$ cat src/rtl/rca_cfg_sequencer_if.sv
// Bundle between decode/issue and the RCA configuration sequencer. It carries the
// config instruction handshake, the RCA-use tracking strobes and the config-write bus.
interface rca_cfg_sequencer_if #(
  parameter int NUM_RCAS = 4
);
  localparam int RCA_W = (NUM_RCAS > 1) ? $clog2(NUM_RCAS) : 1;

  logic                cfg_valid;
  logic                cfg_ready;
  logic [2:0]          cfg_funct3;
  logic [6:0]          cfg_funct7;
  logic [31:0]         cfg_rs1;
  logic [31:0]         cfg_rs2;

  logic                use_issue;
  logic [RCA_W-1:0]    use_issue_rca;
  logic                use_done;
  logic [RCA_W-1:0]    use_done_rca;
  logic [NUM_RCAS-1:0] use_block;

  logic                cfg_we;
  logic [2:0]          cfg_type;
  logic [RCA_W-1:0]    cfg_rca;
  logic [7:0]          cfg_addr;
  logic [15:0]         cfg_data;
  logic                cfg_err;

  modport master (
    output cfg_valid, cfg_funct3, cfg_funct7, cfg_rs1, cfg_rs2,
    output use_issue, use_issue_rca, use_done, use_done_rca,
    input  cfg_ready, use_block, cfg_we, cfg_type, cfg_rca, cfg_addr, cfg_data, cfg_err
  );

  modport slave (
    input  cfg_valid, cfg_funct3, cfg_funct7, cfg_rs1, cfg_rs2,
    input  use_issue, use_issue_rca, use_done, use_done_rca,
    output cfg_ready, use_block, cfg_we, cfg_type, cfg_rca, cfg_addr, cfg_data, cfg_err
  );
endinterface

$ cat src/rtl/rca_cfg_sequencer.sv
// Turns RCA configuration instructions into single-cycle config-storage writes.
// A write waits until every RCA it touches has no RCA-use op in flight.
module rca_cfg_sequencer #(
  parameter int NUM_RCAS           = 4,
  parameter int NUM_READ_PORTS     = 5,
  parameter int NUM_WRITE_PORTS    = 5,
  parameter int NUM_GRID_MUXES     = 72,
  parameter int GRID_MUX_INPUTS    = 8,
  parameter int NUM_IO_UNITS       = 14,
  parameter int IO_UNIT_MUX_INPUTS = 12,
  parameter int MAX_OUTSTANDING    = 7
) (
  input logic                clk,
  input logic                rst,
  rca_cfg_sequencer_if.slave bus
);
  localparam int RCA_W = (NUM_RCAS > 1) ? $clog2(NUM_RCAS) : 1;
  localparam int CNT_W = $clog2(MAX_OUTSTANDING + 1);
  localparam logic [CNT_W-1:0] CNT_MAX = CNT_W'(MAX_OUTSTANDING);

  localparam logic [1:0] IDLE  = 2'd0;
  localparam logic [1:0] DRAIN = 2'd1;
  localparam logic [1:0] WRITE = 2'd2;

  localparam logic [2:0] F_CPU_REG = 3'b001;
  localparam logic [2:0] F_GRID    = 3'b010;
  localparam logic [2:0] F_IO_MUX  = 3'b011;
  localparam logic [2:0] F_RES_MUX = 3'b100;
  localparam logic [2:0] F_IO_USE  = 3'b101;

  logic [1:0]          state;
  logic [NUM_RCAS-1:0] aff_mask;
  logic                err_q;
  logic [2:0]          type_q;
  logic [RCA_W-1:0]    rca_q;
  logic [7:0]          addr_q;
  logic [15:0]         data_q;
  logic [CNT_W-1:0]    cnt [NUM_RCAS];

  logic                dec_legal;
  logic                dec_global;
  logic [7:0]          dec_addr;
  logic [15:0]         dec_data;
  logic [NUM_RCAS-1:0] dec_mask;
  logic                rca_ok;
  logic [RCA_W-1:0]    rca_id;
  logic [NUM_RCAS-1:0] inc, dec, busy, sat, cfg_block;

  assign rca_id = bus.cfg_funct7[RCA_W-1:0];
  assign rca_ok = bus.cfg_funct7 < 7'(NUM_RCAS);

  // NOTE: every always_comb output gets a default first, so no path can infer a latch.
  always_comb begin
    dec_legal  = 1'b0;
    dec_global = 1'b0;
    dec_addr   = '0;
    dec_data   = '0;
    case (bus.cfg_funct3)
      F_CPU_REG: begin
        // rs1[3] picks a destination port (1) or a source port (0)
        dec_legal = rca_ok && (bus.cfg_rs1[3] ? (32'(bus.cfg_rs1[2:0]) < 32'(NUM_WRITE_PORTS))
                                              : (32'(bus.cfg_rs1[2:0]) < 32'(NUM_READ_PORTS)));
        dec_addr  = 8'(bus.cfg_rs1[4:0]);
        dec_data  = 16'(bus.cfg_rs2[4:0]);
      end
      F_GRID: begin
        dec_global = 1'b1;
        dec_legal  = (bus.cfg_rs1 < 32'(NUM_GRID_MUXES)) && (bus.cfg_rs2 < 32'(GRID_MUX_INPUTS));
        dec_addr   = bus.cfg_rs1[7:0];
        dec_data   = bus.cfg_rs2[15:0];
      end
      F_IO_MUX: begin
        dec_global = 1'b1;
        dec_legal  = (bus.cfg_rs1 < 32'(NUM_IO_UNITS)) && (bus.cfg_rs2 < 32'(IO_UNIT_MUX_INPUTS));
        dec_addr   = bus.cfg_rs1[7:0];
        dec_data   = bus.cfg_rs2[15:0];
      end
      F_RES_MUX: begin
        // rs2 == NUM_IO_UNITS marks the write port as unused
        dec_legal = rca_ok && (32'(bus.cfg_rs1[2:0]) < 32'(NUM_WRITE_PORTS))
                           && (bus.cfg_rs2 <= 32'(NUM_IO_UNITS));
        dec_addr  = 8'({bus.cfg_rs1[3], bus.cfg_rs1[2:0]});
        dec_data  = bus.cfg_rs2[15:0];
      end
      F_IO_USE: begin
        dec_legal = rca_ok && ((bus.cfg_rs1 >> NUM_IO_UNITS) == 32'd0);
        dec_data  = 16'(bus.cfg_rs1[NUM_IO_UNITS-1:0]);
      end
      default: dec_legal = 1'b0;
    endcase
  end

  assign dec_mask = dec_global ? {NUM_RCAS{1'b1}} : ({{(NUM_RCAS-1){1'b0}}, 1'b1} << rca_id);

  always_comb begin
    for (int i = 0; i < NUM_RCAS; i++) begin
      inc[i]  = bus.use_issue && (bus.use_issue_rca == RCA_W'(i));
      dec[i]  = bus.use_done  && (bus.use_done_rca  == RCA_W'(i));
      busy[i] = cnt[i] != '0;
      sat[i]  = cnt[i] == CNT_MAX;
    end
  end

  // NOTE: the counters are a handful of flops, not a RAM, so they are cleared by reset.
  always_ff @(posedge clk or posedge rst) begin
    if (rst) begin
      for (int i = 0; i < NUM_RCAS; i++) cnt[i] <= '0;
    end else begin
      for (int i = 0; i < NUM_RCAS; i++) begin
        if (inc[i] && !dec[i]) begin
          if (!sat[i]) cnt[i] <= cnt[i] + 1'b1;
        end else if (dec[i] && !inc[i]) begin
          if (busy[i]) cnt[i] <= cnt[i] - 1'b1;
        end
      end
    end
  end

  always_ff @(posedge clk or posedge rst) begin
    if (rst) begin
      state    <= IDLE;
      aff_mask <= '0;
      err_q    <= 1'b0;
      type_q   <= '0;
      rca_q    <= '0;
      addr_q   <= '0;
      data_q   <= '0;
    end else begin
      err_q <= 1'b0;
      case (state)
        IDLE: begin
          if (bus.cfg_valid) begin
            type_q   <= bus.cfg_funct3;
            rca_q    <= dec_global ? '0 : rca_id;
            addr_q   <= dec_addr;
            data_q   <= dec_data;
            aff_mask <= dec_mask;
            if (dec_legal) state <= DRAIN;
            else           err_q <= 1'b1;
          end
        end
        DRAIN:   if ((aff_mask & busy) == '0) state <= WRITE;
        WRITE:   state <= IDLE;
        default: state <= IDLE;
      endcase
    end
  end

  // Uses are held off only while the write is still waiting to drain.
  assign cfg_block     = (state == DRAIN) ? aff_mask : '0;
  assign bus.use_block = cfg_block | sat;
  assign bus.cfg_ready = state == IDLE;
  assign bus.cfg_we    = state == WRITE;
  assign bus.cfg_err   = err_q;
  assign bus.cfg_type  = type_q;
  assign bus.cfg_rca   = rca_q;
  assign bus.cfg_addr  = addr_q;
  assign bus.cfg_data  = data_q;

  always @(posedge clk) begin
    if (!rst && bus.use_issue) begin
      issue_while_blocked: assert (!cfg_block[bus.use_issue_rca]);
    end
  end
endmodule

$ cat src/flat_wrapper.sv
// flat-port wrapper written by rule: the top's interface ports become plain ports
module rca_cfg_sequencer_flat 
#(
  parameter int NUM_RCAS           = 4,
  parameter int NUM_READ_PORTS     = 5,
  parameter int NUM_WRITE_PORTS    = 5,
  parameter int NUM_GRID_MUXES     = 72,
  parameter int GRID_MUX_INPUTS    = 8,
  parameter int NUM_IO_UNITS       = 14,
  parameter int IO_UNIT_MUX_INPUTS = 12,
  parameter int MAX_OUTSTANDING    = 7
)
  (clk, rst, bus_cfg_valid, bus_cfg_funct3, bus_cfg_funct7, bus_cfg_rs1, bus_cfg_rs2, bus_use_issue, bus_use_issue_rca, bus_use_done, bus_use_done_rca, bus_cfg_ready, bus_use_block, bus_cfg_we, bus_cfg_type, bus_cfg_rca, bus_cfg_addr, bus_cfg_data, bus_cfg_err);
  rca_cfg_sequencer_if #(.NUM_RCAS(NUM_RCAS)) bus_i ();
  input logic clk;
  input logic rst;
  input wire logic [$bits(bus_i.cfg_valid)-1:0] bus_cfg_valid;
  input wire logic [$bits(bus_i.cfg_funct3)-1:0] bus_cfg_funct3;
  input wire logic [$bits(bus_i.cfg_funct7)-1:0] bus_cfg_funct7;
  input wire logic [$bits(bus_i.cfg_rs1)-1:0] bus_cfg_rs1;
  input wire logic [$bits(bus_i.cfg_rs2)-1:0] bus_cfg_rs2;
  input wire logic [$bits(bus_i.use_issue)-1:0] bus_use_issue;
  input wire logic [$bits(bus_i.use_issue_rca)-1:0] bus_use_issue_rca;
  input wire logic [$bits(bus_i.use_done)-1:0] bus_use_done;
  input wire logic [$bits(bus_i.use_done_rca)-1:0] bus_use_done_rca;
  output wire logic [$bits(bus_i.cfg_ready)-1:0] bus_cfg_ready;
  output wire logic [$bits(bus_i.use_block)-1:0] bus_use_block;
  output wire logic [$bits(bus_i.cfg_we)-1:0] bus_cfg_we;
  output wire logic [$bits(bus_i.cfg_type)-1:0] bus_cfg_type;
  output wire logic [$bits(bus_i.cfg_rca)-1:0] bus_cfg_rca;
  output wire logic [$bits(bus_i.cfg_addr)-1:0] bus_cfg_addr;
  output wire logic [$bits(bus_i.cfg_data)-1:0] bus_cfg_data;
  output wire logic [$bits(bus_i.cfg_err)-1:0] bus_cfg_err;
  assign bus_i.cfg_valid = bus_cfg_valid;
  assign bus_i.cfg_funct3 = bus_cfg_funct3;
  assign bus_i.cfg_funct7 = bus_cfg_funct7;
  assign bus_i.cfg_rs1 = bus_cfg_rs1;
  assign bus_i.cfg_rs2 = bus_cfg_rs2;
  assign bus_i.use_issue = bus_use_issue;
  assign bus_i.use_issue_rca = bus_use_issue_rca;
  assign bus_i.use_done = bus_use_done;
  assign bus_i.use_done_rca = bus_use_done_rca;
  assign bus_cfg_ready = bus_i.cfg_ready;
  assign bus_use_block = bus_i.use_block;
  assign bus_cfg_we = bus_i.cfg_we;
  assign bus_cfg_type = bus_i.cfg_type;
  assign bus_cfg_rca = bus_i.cfg_rca;
  assign bus_cfg_addr = bus_i.cfg_addr;
  assign bus_cfg_data = bus_i.cfg_data;
  assign bus_cfg_err = bus_i.cfg_err;
  rca_cfg_sequencer #(.NUM_RCAS(NUM_RCAS), .NUM_READ_PORTS(NUM_READ_PORTS), .NUM_WRITE_PORTS(NUM_WRITE_PORTS), .NUM_GRID_MUXES(NUM_GRID_MUXES), .GRID_MUX_INPUTS(GRID_MUX_INPUTS), .NUM_IO_UNITS(NUM_IO_UNITS), .IO_UNIT_MUX_INPUTS(IO_UNIT_MUX_INPUTS), .MAX_OUTSTANDING(MAX_OUTSTANDING)) u_core (.clk(clk), .rst(rst), .bus(bus_i));
endmodule
$ cat config.mk
export PLATFORM = sky130hd
export DESIGN_NAME = rca_cfg_sequencer_flat
export DESIGN_NICKNAME = d
export VERILOG_FILES = /design/src/rtl/rca_cfg_sequencer_if.sv /design/src/rtl/rca_cfg_sequencer.sv /design/src/flat_wrapper.sv
export SDC_FILE = /design/constraint.sdc
export NUM_CORES = 1
export LEC_CHECK = 0
export BUFFER_PORTS_ARGS = -buffer_cell sky130_fd_sc_hd__buf_2
export CAP_MARGIN = 25
export CORE_MARGIN = 10
export CORE_UTILIZATION = 49
export DETAILED_ROUTE_END_ITERATION = 10
export GPL_TIMING_DRIVEN = 0
export PLACE_DENSITY_LB_ADDON = 0.15
export SLEW_MARGIN = 20
export SYNTH_ARGS = -nofsm -noshare
export SYNTH_HDL_FRONTEND = slang
export SYNTH_SLANG_ARGS = --single-unit
$ cat constraint.sdc
create_clock -name clk -period 2.2 [get_ports clk]
set_input_delay 0.33 -clock clk [delete_from_list [all_inputs] [get_ports clk]]
set_output_delay 0.33 -clock clk [all_outputs]
set_load 0.01 [all_outputs]
### After elaboration in Yosys (flattened, before gate mapping)

Index checks and enable logic that the tools add are counted.
Widths: inputs -> output; s select.

* register bits: 48
* input port bits: 83
* output and inout bits: 36
* logic and storage cells: 137

* add/subtract/negate cells: 8
* $lt $le $gt $ge: 7
* eq/ne operators: 24
* shift-type cells: 1
* mux-type cells: 30
* bitwise logic cells: 2
* reduce and logical (&&, ||, !) cells: 54

Operators with widths (number)
* $lt 32x4->1 const B: 3
* $mux 3: 16
* $pmux 16 s3: 1
* $le 32x4->1 const B: 1
* $logic_not 32->1: 1
* $lt 32x7->1 const B: 1
* $pmux 8 s3: 1
* $logic_and 1x1->1: 21
* $eq 3x3->1 const B: 6
* $reduce_bool 2->1: 8
* $reduce_and 3->1: 5
* $add 3x1->3 const B: 4
* $reduce_bool 3->1: 4
* $sub 3x1->3 const B: 4
* $eq 2x2->1 const B: 5
* $ne 2x2->1 const B: 5
* $logic_not 1->1: 8
* $mux 2: 4
* $mux 4: 2
* $lt 7x3->1 const B: 1
* $eq 2x1->1 const B: 3
* $eq 3x2->1 const B: 2
* $logic_not 2->1: 3
* $pmux 1 s5: 1
* 12 further kinds: 16

### Longest topological paths before layout

Gate-level depths: netlist (run 1).

* depth in word-level cells: 7
* mapped depth: 10
* mapped depth without buffers: 9

### Least setup slack after synthesis (run 1)

OpenSTA, ideal clock, no wires.

* path kind: input -> register
* start: in bus_use_done_rca[0]
* end: reg u_core.cnt[11] (netlist name)
* library setup time: 0.129 ns
* arrival time: 1.865 ns
* data required time: 2.071 ns
* slack: 0.206 ns
* stages on the path: 7
* path buffers: 0
* cell sequence: or3b_1 > ha_1 > inv_1 > fa_1 > mux2_2 > a221oi_1 > nand2_1

* word-level cells in the longest chain between the ends: 6
* elaborated cells on any way between the ends: 10
* classes of those cells: eq/ne: 1; mux: 1; reduce/logical: 8

RTL lines
* start: declaration: line flat_wrapper.sv:25 `input wire logic [$bits(bus_i.use_done_rca)-1:0] bus_use_done_rca;`
* $logic_not 2->1 (*): line rca_cfg_sequencer.sv:98 `dec[i] = bus.use_done && (bus.use_done_rca == RCA_W'(i));`
* $logic_and 1x1->1 (*): line rca_cfg_sequencer.sv:98
* $logic_not 1->1: line rca_cfg_sequencer.sv:110 `if (inc[i] && !dec[i]) begin`
* $logic_and 1x1->1: line rca_cfg_sequencer.sv:110
* $ne 2x2->1 (no line) or $reduce_bool 2->1 (tied branches)
* $reduce_and 3->1 (no line)
* end signal: indexed assignment: line rca_cfg_sequencer.sv:111 `if (!sat[i]) cnt[i] <= cnt[i] + 1'b1;`
* end signal: indexed assignment: line rca_cfg_sequencer.sv:113 `if (busy[i]) cnt[i] <= cnt[i] - 1'b1;`
* end: declaration: line rca_cfg_sequencer.sv:38 `logic [CNT_W-1:0] cnt [NUM_RCAS];`

Every way passes the cells marked *; elsewhere a longest branch is shown, timed or not.
A chain may end at the register's enable or synchronous reset.

### Worst setup path in the final report (run 1)

* start: in bus_use_issue_rca[1]
* end: reg u_core.cnt[2] (netlist name)

* word-level cells in the longest chain between the ends: 6
* elaborated cells on any way between the ends: 10
* classes of those cells: eq/ne: 2; mux: 1; reduce/logical: 7

RTL lines
* start: declaration: line flat_wrapper.sv:23 `input wire logic [$bits(bus_i.use_issue_rca)-1:0] bus_use_issue_rca;`
* $eq 2x2->1 (*): line rca_cfg_sequencer.sv:97 `inc[i] = bus.use_issue && (bus.use_issue_rca == RCA_W'(i));`
* $logic_and 1x1->1 (*): line rca_cfg_sequencer.sv:97
* $logic_not 1->1: line rca_cfg_sequencer.sv:112 `end else if (dec[i] && !inc[i]) begin`
* $logic_and 1x1->1: line rca_cfg_sequencer.sv:112
* $reduce_bool 2->1 (no line)
* $reduce_and 3->1 (no line)

Marked as above.

==> run_summary.xml, run 1 <==
<?xml version="1.0" encoding="UTF-8"?>
<metrics>
  <group name="synthesis">
    <metric name="synth-seq-area-share" unit="%">41.0</metric>
    <metric name="syn_nets" unit="">432</metric>
    <metric name="synth_top_area_share" unit="%">41.0</metric>
    <metric name="post_synth_edffs" unit="">0</metric>
    <metric name="synth-async-reset-ratio" unit="%">100</metric>
    <metric name="postSynthRegisterBits" unit="">48</metric>
    <metric name="mappedNetlistArea" unit="sq mm">0.00293</metric>
    <metric name="synth_area_leaders" unit="">sky130_fd_sc_hd__dfrtp_1, sky130_fd_sc_hd__nor2_1, sky130_fd_sc_hd__nand2_1</metric>
    <metric name="synthFlopType" unit="">sky130_fd_sc_hd__dfrtp_1</metric>
    <metric name="synthDistinctLibCells" unit="">48</metric>
    <metric name="syn_inst" unit="">341</metric>
    <metric name="post-synth-top-count-cell" unit="">sky130_fd_sc_hd__nor2_1</metric>
    <metric name="synth-warning-count" unit="">0</metric>
    <metric name="yosys.area.top_type" unit="">sky130_fd_sc_hd__dfrtp_1</metric>
    <metric name="synth_area_per_cell" unit="sq um">8.59</metric>
    <metric name="netlist_top_cells_count" unit="">sky130_fd_sc_hd__nor2_1, sky130_fd_sc_hd__dfrtp_1, sky130_fd_sc_hd__nand2_1</metric>
  </group>
  <group name="sta">
    <metric name="slew_headroom" unit="%">53.2</metric>
    <metric name="max_freq" unit="MHz">511</metric>
    <metric name="max_slew_violation_count" unit="">0</metric>
    <metric name="timing.final.setup_violations" unit="">0</metric>
    <metric name="hold_ws" unit="ps">45.0</metric>
    <metric name="hold_violations" unit="">0</metric>
    <metric name="post-route-period-util" unit="%">88.9</metric>
    <metric name="worstMarginPinSlew" unit="ps">697</metric>
    <metric name="setup_repair_after_global_routing_missed_its_margin" unit="">no</metric>
    <metric name="timing.setup.tns" unit="ps">0</metric>
    <metric name="worst_skew" unit="ps">9.27</metric>
    <metric name="minimum_clock_period" unit="ps">1960</metric>
  </group>
  <group name="cells_and_area">
    <metric name="final_design_area_no_fill" unit="sq mm">0.00373</metric>
    <metric name="nNetsFinal" unit="">556</metric>
    <metric name="drive_gt1_share" unit="%">28.3</metric>
    <metric name="final_core_utilization" unit="%">63.8</metric>
    <metric name="diodes" unit="">0</metric>
    <metric name="synthToLayoutAreaGrowth" unit="%">27.4</metric>
  </group>
  <group name="die">
    <metric name="num_rows" unit="">28</metric>
    <metric name="floorplan.die_area" unit="sq mm">0.00947</metric>
    <metric name="ios" unit="">119</metric>
    <metric name="floorplan.initialDensity" unit="%">50.1</metric>
    <metric name="die_w" unit="microns">97.3</metric>
    <metric name="core_area" unit="sq mm">0.00585</metric>
    <metric name="die_height" unit="microns">97.3</metric>
  </group>
  <group name="critical_path">
    <metric name="criticalPathCategory" unit="">in -&gt; reg</metric>
    <metric name="r2r_end" unit="">u_core.bus.cfg_addr[7]</metric>
    <metric name="launch_instance_of_the_worst_register_to_register_path" unit="">u_core.state[0]</metric>
    <metric name="endpoint_class_of_the_critical_path" unit="">register</metric>
    <metric name="setup.worst_path.start" unit="">bus_use_issue_rca[1]</metric>
    <metric name="critical_path.max_fanout" unit="">8</metric>
    <metric name="reg2reg_depth" unit="">6</metric>
    <metric name="timing.critical_path.arrival" unit="ps">2150</metric>
    <metric name="worst-endpoint-required" unit="ps">2390</metric>
    <metric name="r2r_slack" unit="ps">360</metric>
    <metric name="cp-start-kind" unit="">input pin</metric>
  </group>
  <group name="global_routing">
    <metric name="grt_use_total" unit="%">18.4</metric>
    <metric name="global_route_wire_length_before_repair" unit="mm">14.7</metric>
    <metric name="grt-busiest-layer" unit="">met2</metric>
    <metric name="grt_antenna_before_repair" unit="">0</metric>
    <metric name="global_route.usage.met3" unit="%">5.12</metric>
    <metric name="grt.overflow.total" unit="">0</metric>
    <metric name="vias_in_the_first_global_route" unit="">3007</metric>
    <metric name="grt_use_met2" unit="%">30.8</metric>
    <metric name="globalRouteMet1Util" unit="%">22.8</metric>
    <metric name="grt_start_max_net_pins" unit="">28</metric>
  </group>
  <group name="cts">
    <metric name="cts-root-to-sink-buffers" unit="">2</metric>
    <metric name="clock_sink_count" unit="">48</metric>
    <metric name="cts_hold_buffers_added" unit="">0</metric>
    <metric name="cts_tree" unit="">done</metric>
    <metric name="post_cts_resize_count" unit="">0</metric>
    <metric name="clock_latency" unit="ps">310</metric>
    <metric name="clock_tree_root_buffer_cell" unit="">sky130_fd_sc_hd__clkbuf_8</metric>
    <metric name="cts_made_buffers" unit="">5</metric>
    <metric name="clkSlewWorstSetupHoldPaths" unit="ps">100</metric>
    <metric name="cts_htree_levels" unit="">2</metric>
    <metric name="post-cts-setup-buffer-count" unit="">0</metric>
  </group>
  <group name="min_path">
    <metric name="timing.hold.worst.class" unit="">in -&gt; async</metric>
  </group>
  <group name="placed_design">
    <metric name="globalplace.congestion" unit="">0.843</metric>
    <metric name="placed_area" unit="sq mm">0.00362</metric>
    <metric name="placement.io_buffers" unit="">116</metric>
    <metric name="dp.final_hpwl" unit="mm">7.26</metric>
  </group>
  <group name="routing">
    <metric name="route.detailed.vias_per_inst" unit="">5.57</metric>
    <metric name="wl_per_cell" unit="microns">16.6</metric>
    <metric name="drt_first_iter_violations" unit="">157</metric>
    <metric name="route.detailed.drc" unit="">0</metric>
    <metric name="drt_wl_total" unit="mm">8.97</metric>
    <metric name="number_of_antenna_violating_nets_in_the_routed_design" unit="">0</metric>
    <metric name="firstDrtPassIters" unit="">5</metric>
    <metric name="route.vias.total" unit="">3015</metric>
  </group>
  <group name="power">
    <metric name="power_density" unit="mW/mm^2">788</metric>
    <metric name="power.ir.vdd_worst" unit="V">0.000436</metric>
    <metric name="power.static_leakage" unit="nW">1.77</metric>
  </group>
  <group name="job">
    <metric name="max_cap_viol_count" unit="">0</metric>
  </group>
  <group name="run_status">
    <metric name="status" unit="">complete, no violations</metric>
  </group>
</metrics>
==> registers in the layout, indices dropped and copies added (netlist names) <==
signal and flops:
u_core.aff_mask 4, u_core.bus.cfg_addr 8, u_core.bus.cfg_data 16, u_core.bus.cfg_err 1, u_core.bus.cfg_rca 2, u_core.bus.cfg_type 3
u_core.cnt 12, u_core.state 2
==> metal layers <==
layer,vias to the layer above,share of wire [%]
met5,-,0
met3,6,6.4
met2,89,50
met4,0,0.81
li1,1484,-
met1,1436,43
==> worst max-delay path: stages <==
cell                       delay [ps]
sky130_fd_sc_hd__buf_2            100
sky130_fd_sc_hd__and3_1           180
sky130_fd_sc_hd__ha_1             150
sky130_fd_sc_hd__clkbuf_1         270
sky130_fd_sc_hd__inv_1             90
sky130_fd_sc_hd__fa_1             430
sky130_fd_sc_hd__or2_1            250
sky130_fd_sc_hd__o21ai_0           90
sky130_fd_sc_hd__nand2_1           70
sky130_fd_sc_hd__o21ai_1          110
sky130_fd_sc_hd__a21oi_1           80
==> power by group <==
part / switching [W] / leakage (nW) / internal [W]
clock network: 0.000312 / 0.0552 / 0.000338
registers: 0.000206 / 0.591 / 0.00105
logic: 0.000574 / 1.12 / 0.000467
==> area by class of cell <==
cell class                 instances  area [sq um]
sequential                        48          1200
fill                             526          2120
clock buffer                       6          72.6
multi-input combinational        263          1620
tap                               75          93.8
buffer                            20          76.3
clock inverter                     2          35.0
timing repair buffer             117           601
inverter                          10          37.5
==> metrics by stage <==
step	worst slack, ps	cells	power, W
after detailed placement	-20.9	533	0.00230
after CTS	279	541	0.00295
after floorplan	206	341	0.00194
final	244	541	0.00294
after global routing	85.6	541	0.00317
after global placement	2.20	532	0.00224
==> worst max-delay path by stage <==
stage / to / cells after the start
4_1_cts: u_core.bus.cfg_addr[7] / 6
2_1_floorplan: u_core.cnt[11] / 7
3_5_place_dp: u_core.cnt[11] / 8
5_1_grt: u_core.cnt[2] / 11
6_report: u_core.cnt[2] / 11
3_3_place_gp: u_core.cnt[11] / 8
==> cells in the final DEF (no fill, tap or decap), types with 8 or more instances in the layout <==
master | Yosys | layout
sky130_fd_sc_hd__a21oi_1 | 14 | 14
sky130_fd_sc_hd__nor4_1 | 12 | 12
sky130_fd_sc_hd__nor2b_1 | 8 | 8
sky130_fd_sc_hd__a221oi_1 | 15 | 15
sky130_fd_sc_hd__inv_1 | 10 | 9
sky130_fd_sc_hd__nand2_1 | 45 | 45
sky130_fd_sc_hd__nor2_1 | 53 | 53
sky130_fd_sc_hd__nand3_1 | 16 | 16
sky130_fd_sc_hd__buf_2 | 1 | 117
sky130_fd_sc_hd__o21ai_0 | 12 | 12
sky130_fd_sc_hd__clkbuf_1 | 19 | 20
sky130_fd_sc_hd__dfrtp_1 | 48 | 48
sky130_fd_sc_hd__mux2_1 | 10 | 10
==> logic make-up after synthesis <==
family / count (synthesis) / synth area share [%]
AOI/OAI and AO/OA: 72 / 16.9
xor gates and xnor gates: 2 / 0.598
adders and majority gates: 8 / 4.44
buffers and inverters: 30 / 3.89
DFF: 48 / 41.0
muxes: 12 / 4.57
and+or+nand+nor: 169 / 28.6
Power figures use the tool's default switching activity.
==> run 2: changes to the inputs <==
--- a/config.mk
+++ b/config.mk
@@ -7,8 +7,10 @@
 export LEC_CHECK = 0
 export BUFFER_PORTS_ARGS = -buffer_cell sky130_fd_sc_hd__buf_2
 export CAP_MARGIN = 25
+export CELL_PAD_IN_SITES_DETAIL_PLACEMENT = 0
+export CELL_PAD_IN_SITES_GLOBAL_PLACEMENT = 1
 export CORE_MARGIN = 10
-export CORE_UTILIZATION = 49
+export CORE_UTILIZATION = 35
 export DETAILED_ROUTE_END_ITERATION = 10
 export GPL_TIMING_DRIVEN = 0
 export PLACE_DENSITY_LB_ADDON = 0.15
==> run 2 against run 1 <==
Compared with the run above: largest cell class unchanged; die area grew 31%; largest power group unchanged; maximum frequency up 1.4%; combinational power about the same; worst hold slack got worse by 36 ps; register-to-register slack worse by 90 ps; clock-buffer cell count is the same; clock skew down 1.5 ps; cell count up 5.5%; non-clock buffer count is the same; core utilization fell by 18 points; power up 0.20%; cell area up 1.4%.
==> run_summary.xml, run 2 (synthesis results as in run 1) <==
<?xml version="1.0" encoding="UTF-8"?>
<metrics>
  <group name="cts">
    <metric name="cts_tree" unit="">done</metric>
    <metric name="post-cts-setup-buffer-count" unit="">0</metric>
    <metric name="cts_hold_buffers_added" unit="">0</metric>
    <metric name="cts_htree_levels" unit="">2</metric>
    <metric name="post_cts_resize_count" unit="">0</metric>
    <metric name="clock_tree_root_buffer_cell" unit="">sky130_fd_sc_hd__clkbuf_8</metric>
    <metric name="cts-root-to-sink-buffers" unit="">2</metric>
    <metric name="clkSlewWorstSetupHoldPaths" unit="ps">90</metric>
    <metric name="clock_sink_count" unit="">48</metric>
    <metric name="cts_made_buffers" unit="">5</metric>
    <metric name="clock_latency" unit="ps">300</metric>
  </group>
  <group name="critical_path">
    <metric name="r2r_slack" unit="ps">270</metric>
    <metric name="r2r_end" unit="">u_core.bus.cfg_addr[7]</metric>
    <metric name="endpoint_class_of_the_critical_path" unit="">register</metric>
    <metric name="critical_path.max_fanout" unit="">10</metric>
    <metric name="cp-start-kind" unit="">register</metric>
    <metric name="worst-endpoint-required" unit="ps">2440</metric>
    <metric name="reg2reg_depth" unit="">6</metric>
    <metric name="timing.critical_path.arrival" unit="ps">2170</metric>
    <metric name="launch_instance_of_the_worst_register_to_register_path" unit="">u_core.state[0]</metric>
    <metric name="criticalPathCategory" unit="">reg -&gt; reg</metric>
  </group>
  <group name="cells_and_area">
    <metric name="diodes" unit="">0</metric>
    <metric name="drive_gt1_share" unit="%">28.5</metric>
    <metric name="synthToLayoutAreaGrowth" unit="%">29.1</metric>
    <metric name="layout_commonest_cell" unit="">sky130_fd_sc_hd__buf_2</metric>
    <metric name="nNetsFinal" unit="">556</metric>
    <metric name="layout_common_cells" unit="">sky130_fd_sc_hd__buf_2, sky130_fd_sc_hd__nor2_1, sky130_fd_sc_hd__dfrtp_1</metric>
    <metric name="largest_register_ff_count" unit="">16</metric>
  </group>
  <group name="sta">
    <metric name="hold_ws" unit="ps">9.14</metric>
    <metric name="max_freq" unit="MHz">518</metric>
    <metric name="post-route-period-util" unit="%">87.7</metric>
    <metric name="max_slew_violation_count" unit="">0</metric>
    <metric name="hold_violations" unit="">0</metric>
    <metric name="worst_skew" unit="ps">7.79</metric>
    <metric name="slew_headroom" unit="%">53.9</metric>
    <metric name="post-route-worst-setup-slack" unit="ps">271</metric>
    <metric name="setup_repair_after_global_routing_missed_its_margin" unit="">no</metric>
    <metric name="minimum_clock_period" unit="ps">1930</metric>
    <metric name="timing.final.setup_violations" unit="">0</metric>
    <metric name="worstMarginPinSlew" unit="ps">687</metric>
  </group>
  <group name="routing">
    <metric name="number_of_antenna_violating_nets_in_the_routed_design" unit="">0</metric>
    <metric name="route.detailed.drc" unit="">0</metric>
    <metric name="drt_first_iter_violations" unit="">105</metric>
    <metric name="firstDrtPassIters" unit="">4</metric>
    <metric name="wl_per_cell" unit="microns">16.1</metric>
    <metric name="route.detailed.vias_per_inst" unit="">5.18</metric>
    <metric name="drt_wl_total" unit="mm">9.22</metric>
    <metric name="route.vias.total" unit="">2959</metric>
  </group>
  <group name="die">
    <metric name="die_w" unit="microns">112</metric>
    <metric name="core_area" unit="sq mm">0.00818</metric>
    <metric name="floorplan.initialDensity" unit="%">35.8</metric>
    <metric name="ios" unit="">119</metric>
    <metric name="die_height" unit="microns">112</metric>
    <metric name="floorplan.die_area" unit="sq mm">0.0124</metric>
    <metric name="num_rows" unit="">33</metric>
  </group>
  <group name="global_routing">
    <metric name="grt_start_max_net_pins" unit="">31</metric>
    <metric name="grt_use_total" unit="%">14.5</metric>
    <metric name="grt.overflow.total" unit="">0</metric>
    <metric name="global_route_wire_length_before_repair" unit="mm">15.0</metric>
    <metric name="grt_antenna_before_repair" unit="">0</metric>
    <metric name="vias_in_the_first_global_route" unit="">2984</metric>
  </group>
  <group name="placed_design">
    <metric name="globalplace.congestion" unit="">0.767</metric>
    <metric name="dp.final_hpwl" unit="mm">7.53</metric>
    <metric name="placement.io_buffers" unit="">116</metric>
    <metric name="post-place-ws" unit="ps">-29.3</metric>
  </group>
  <group name="run_status">
    <metric name="status" unit="">complete, no violations</metric>
  </group>
  <group name="power">
    <metric name="power_density" unit="mW/mm^2">779</metric>
    <metric name="power.static_leakage" unit="nW">1.78</metric>
    <metric name="power.ir.vdd_worst" unit="V">0.000347</metric>
  </group>
  <group name="job">
    <metric name="max_cap_viol_count" unit="">0</metric>
  </group>
  <group name="min_path">
    <metric name="timing.hold.worst.class" unit="">in -&gt; async</metric>
  </group>
</metrics>
run 2: stage by stage:
step / cell area, sq um / total power, W / TNS [ps] / instances / utilization, %
after global routing: 3780 / 0.00319 / 0 / 571 / 46.3
after floorplan: 2930 / 0.00194 / 0 / 341 / -
final: 3780 / 0.00295 / 0 / 571 / 46.3
after CTS: 3780 / 0.00298 / 0 / 571 / 46.3
after global placement: 3640 / 0.00227 / -3020 / 562 / 44.6
after detailed placement: 3660 / 0.00229 / -38.1 / 563 / 44.8
run 2: critical path, cell delays in order (launching register included):
cell	delay, ps
sky130_fd_sc_hd__dfrtp_1	390
sky130_fd_sc_hd__nor2_1	200
sky130_fd_sc_hd__and2_1	150
sky130_fd_sc_hd__clkbuf_1	300
sky130_fd_sc_hd__clkbuf_1	480
sky130_fd_sc_hd__nand3_1	230
sky130_fd_sc_hd__nand2_1	110
run 2: layer usage:
| metal | vias to the layer above | GRT usage, % | part of all wire, % |
|---|---|---|---|
| met5 | - | 0 | 0 |
| met4 | 0 | 3.51 | 0.92 |
| met3 | 7 | 3.92 | 5.4 |
| met2 | 60 | 24.0 | 49 |
| met1 | 1411 | 18.3 | 45 |
| li1 | 1481 | - | - |
run 2: how the worst max path moves through the flow:
stage,startpoint,endpoint,slack (ps),depth (start not counted)
2_1_floorplan,bus_use_done_rca[0],u_core.cnt[11],210,7
3_3_place_gp,rst,u_core.cnt[2],-70,2
3_5_place_dp,bus_use_done_rca[0],u_core.cnt[11],-30,8
4_1_cts,u_core.state[0],u_core.bus.cfg_addr[7],280,6
5_1_grt,bus_use_issue,u_core.cnt[8],100,11
6_report,u_core.state[0],u_core.bus.cfg_addr[7],270,6
run 2: power by group:
group / leakage [nW] / switching (W) / internal [W] / total, W
clock network: 0.0614 / 0.000312 / 0.000372 / 0.000684
registers: 0.591 / 0.000205 / 0.00105 / 0.00125
logic: 1.12 / 0.000554 / 0.000461 / 0.00101
total: 1.78 / 0.00107 / 0.00188 / 0.00295
run 2: cell type report:
type,count,area (sq um)
multi-input combinational,263,1620
sequential,48,1200
buffer,20,76.3
clock buffer,6,82.6
clock inverter,2,38.8
fill,842,4390
tap,105,131
inverter,10,37.5
timing repair buffer,117,601
==> run 3: changes to the inputs <==
--- a/config.mk
+++ b/config.mk
@@ -10,7 +10,7 @@
 export CELL_PAD_IN_SITES_DETAIL_PLACEMENT = 0
 export CELL_PAD_IN_SITES_GLOBAL_PLACEMENT = 1
 export CORE_MARGIN = 10
-export CORE_UTILIZATION = 35
+export CORE_UTILIZATION = 31
 export DETAILED_ROUTE_END_ITERATION = 10
 export GPL_TIMING_DRIVEN = 0
 export PLACE_DENSITY_LB_ADDON = 0.15
==> constraint.sdc (replaced) <==
create_clock -name clk -period 1.6 [get_ports clk]
set_input_delay 0.24 -clock clk [delete_from_list [all_inputs] [get_ports clk]]
set_output_delay 0.24 -clock clk [all_outputs]
set_load 0.01 [all_outputs]
==> run 3 against run 2 <==
Compared with the run above: die area increased by 11%; critical path depth increased by 2; flip-flop and latch count unchanged; combinational power increased by 67%; register-to-register slack got worse by 250 ps; cell count increased by 6.0%; cell area increased by 8.0%; non-clock buffer count increased by 10; global-route usage decreased by 1.1 points; the flow now finishes with violations (setup timing); clock-buffer cell count unchanged; clock power increased by 37%; largest cell class unchanged; critical endpoint is now u_core.cnt[11]; core utilization decreased by 2.1 points.
==> run_summary.xml, run 3 (synthesis results as in run 1) <==
<?xml version="1.0" encoding="UTF-8"?>
<metrics>
  <group name="run_status">
    <metric name="status" unit="">finished with violations</metric>
    <metric name="violations_in_the_final_reports" unit="">setup timing</metric>
  </group>
  <group name="critical_path">
    <metric name="critical_path.max_fanout" unit="">4</metric>
    <metric name="timing.critical_path.arrival" unit="ps">1810</metric>
    <metric name="worst-endpoint-required" unit="ps">1800</metric>
    <metric name="criticalPathCategory" unit="">in -&gt; reg</metric>
    <metric name="cp-start-kind" unit="">input pin</metric>
    <metric name="endpoint_class_of_the_critical_path" unit="">register</metric>
  </group>
  <group name="routing">
    <metric name="route.detailed.vias_per_inst" unit="">4.95</metric>
    <metric name="drt_first_iter_violations" unit="">133</metric>
    <metric name="wl_per_cell" unit="microns">16.1</metric>
    <metric name="route.vias.total" unit="">2993</metric>
    <metric name="route.detailed.drc" unit="">0</metric>
    <metric name="drt_wl_total" unit="mm">9.73</metric>
    <metric name="number_of_antenna_violating_nets_in_the_routed_design" unit="">0</metric>
    <metric name="firstDrtPassIters" unit="">4</metric>
  </group>
  <group name="cts">
    <metric name="cts_htree_levels" unit="">2</metric>
    <metric name="cts_tree" unit="">done</metric>
    <metric name="clock_sink_count" unit="">48</metric>
    <metric name="cts-root-to-sink-buffers" unit="">2</metric>
    <metric name="cts_made_buffers" unit="">5</metric>
    <metric name="clock_latency" unit="ps">300</metric>
    <metric name="clock_tree_root_buffer_cell" unit="">sky130_fd_sc_hd__clkbuf_8</metric>
    <metric name="clkSlewWorstSetupHoldPaths" unit="ps">90</metric>
  </group>
  <group name="die">
    <metric name="core_area" unit="sq mm">0.00924</metric>
    <metric name="num_rows" unit="">35</metric>
    <metric name="floorplan.die_area" unit="sq mm">0.0137</metric>
    <metric name="die_w" unit="microns">117</metric>
    <metric name="die_height" unit="microns">117</metric>
    <metric name="floorplan.initialDensity" unit="%">31.7</metric>
    <metric name="ios" unit="">119</metric>
  </group>
  <group name="power">
    <metric name="power.share.combinational" unit="%">38.5</metric>
    <metric name="power.clock.fraction" unit="%">21.3</metric>
    <metric name="power.static_leakage" unit="nW">1.89</metric>
    <metric name="intPower" unit="W">0.00282</metric>
    <metric name="proportion_of_total_power_due_to_net_switching" unit="%">35.7</metric>
    <metric name="report.power.total" unit="W">0.00439</metric>
    <metric name="switchingPower" unit="W">0.00157</metric>
    <metric name="power.ir.vdd_worst" unit="V">0.000511</metric>
    <metric name="power_density" unit="mW/mm^2">1080</metric>
    <metric name="power.share.sequential" unit="%">40.2</metric>
  </group>
  <group name="cells_and_area">
    <metric name="diodes" unit="">0</metric>
    <metric name="layout_commonest_cell" unit="">sky130_fd_sc_hd__buf_2</metric>
    <metric name="final_design_area_no_fill" unit="sq mm">0.00409</metric>
    <metric name="drive_gt1_share" unit="%">38.4</metric>
    <metric name="fillerInstances" unit="">951</metric>
    <metric name="nNetsFinal" unit="">566</metric>
    <metric name="synthToLayoutAreaGrowth" unit="%">39.5</metric>
    <metric name="largest_register_ff_count" unit="">16</metric>
    <metric name="layout_common_cells" unit="">sky130_fd_sc_hd__buf_2, sky130_fd_sc_hd__nor2_1, sky130_fd_sc_hd__nand2_1</metric>
  </group>
  <group name="global_routing">
    <metric name="vias_in_the_first_global_route" unit="">2936</metric>
    <metric name="grt_start_max_net_pins" unit="">27</metric>
    <metric name="grt.overflow.total" unit="">0</metric>
    <metric name="grt_antenna_before_repair" unit="">0</metric>
    <metric name="grt_use_total" unit="%">13.4</metric>
    <metric name="global_route_wire_length_before_repair" unit="mm">14.7</metric>
  </group>
  <group name="sta">
    <metric name="hold_violations" unit="">0</metric>
    <metric name="timing.final.setup_violations" unit="">1</metric>
    <metric name="worstMarginPinSlew" unit="ps">554</metric>
    <metric name="max_freq" unit="MHz">621</metric>
    <metric name="post-route-worst-setup-slack" unit="ps">-9.62</metric>
    <metric name="setup_repair_after_global_routing_missed_its_margin" unit="">yes</metric>
    <metric name="post-route-period-util" unit="%">101</metric>
    <metric name="minimum_clock_period" unit="ps">1610</metric>
    <metric name="worst_skew" unit="ps">3.93</metric>
    <metric name="slew_headroom" unit="%">63.1</metric>
    <metric name="hold_ws" unit="ps">180</metric>
    <metric name="max_slew_violation_count" unit="">0</metric>
  </group>
  <group name="placed_design">
    <metric name="placement.io_buffers" unit="">116</metric>
    <metric name="globalplace.congestion" unit="">0.767</metric>
    <metric name="dp.final_hpwl" unit="mm">7.69</metric>
    <metric name="placed_area" unit="sq mm">0.00377</metric>
  </group>
  <group name="job">
    <metric name="max_cap_viol_count" unit="">0</metric>
  </group>
  <group name="min_path">
    <metric name="timing.hold.worst.class" unit="">in -&gt; reg</metric>
  </group>
</metrics>
-- run 3: timing repair --
| item | 4_1_cts | 5_1_grt |
|---|---|---|
| hold endpoints to repair | 22 | 0 |
| resized for setup | 11 | 30 |
| pin swaps | 3 | 12 |
| setup endpoints to repair | 34 | 38 |
| buffers inserted | 2 | 12 |
| hold buffers | 1 | 0 |
| gates cloned | 0 | 0 |
-- run 3: power by group through the flow --
stage	Combinational [W]	Clock (W)	Sequential (W)
2_1_floorplan	0.00104	0	0.00172
3_3_place_gp	0.00147	0	0.00175
3_5_place_dp	0.00150	0	0.00176
4_1_cts	0.00153	0.000968	0.00175
5_1_grt	0.00192	0.00101	0.00181
6_report	0.00169	0.000937	0.00177
-- run 3: worst max-delay path, cell delays in order --
cell and delay, ps:
sky130_fd_sc_hd__buf_6 100, sky130_fd_sc_hd__or3b_4 400, sky130_fd_sc_hd__ha_4 180, sky130_fd_sc_hd__inv_2 60, sky130_fd_sc_hd__fa_2 230, sky130_fd_sc_hd__mux2_4 310, sky130_fd_sc_hd__a221oi_2 220, sky130_fd_sc_hd__nand2_1 70
-- run 3: final cells by class --
type,instances,area (sq um),share of cell area [%]
plain buffers,15,82.6,2.02
well taps,129,161,3.95
clock inverters,2,38.8,0.949
multi-input cells,263,1740,42.5
flip-flops and latches,48,1210,29.5
inverters,10,37.5,0.919
clock buffers,6,82.6,2.02
repair buffers,132,739,18.1
-- run 3: layer usage --
metal  up-vias  global-route usage [%]  part of all wire, %
li1       1502                       -                    -
met1      1407                    16.1                   42
met2        75                    23.2                   49
met3         9                    3.47                  7.2
met4         0                    3.62                  1.2
met5         -                       0                    0
-- run 3: through the flow --
step           setup slack [ps]  utilization [%]  setup TNS [ps]  std cells
2_1_floorplan              -193                -            -604        341
3_3_place_gp               -531             40.6          -31700        586
3_5_place_dp               -413             40.8           -6870        587
4_1_cts                    5.77             42.6               0        596
5_1_grt                   -46.4             44.2            -146        605
6_report                  -9.62             44.2           -9.62        605
-- run 3: path summary, 6_finish.rpt --
path | start | to | slack, ps | cells after the start
hold reg to reg | u_core.bus.cfg_addr[6] | u_core.bus.cfg_addr[6] | 470 | 2
min in group asynchronous | rst | u_core.bus.cfg_data[5] | 510 | 3
setup reg to reg | u_core.cnt[9] | u_core.cnt[11] | 20 | 4
hold / removal | bus_cfg_rs2[15] | u_core.bus.cfg_data[15] | 180 | 3
setup / recovery | bus_use_done_rca[1] | u_core.cnt[11] | -10 | 8
max in group asynchronous | rst | u_core.cnt[1] | 560 | 4
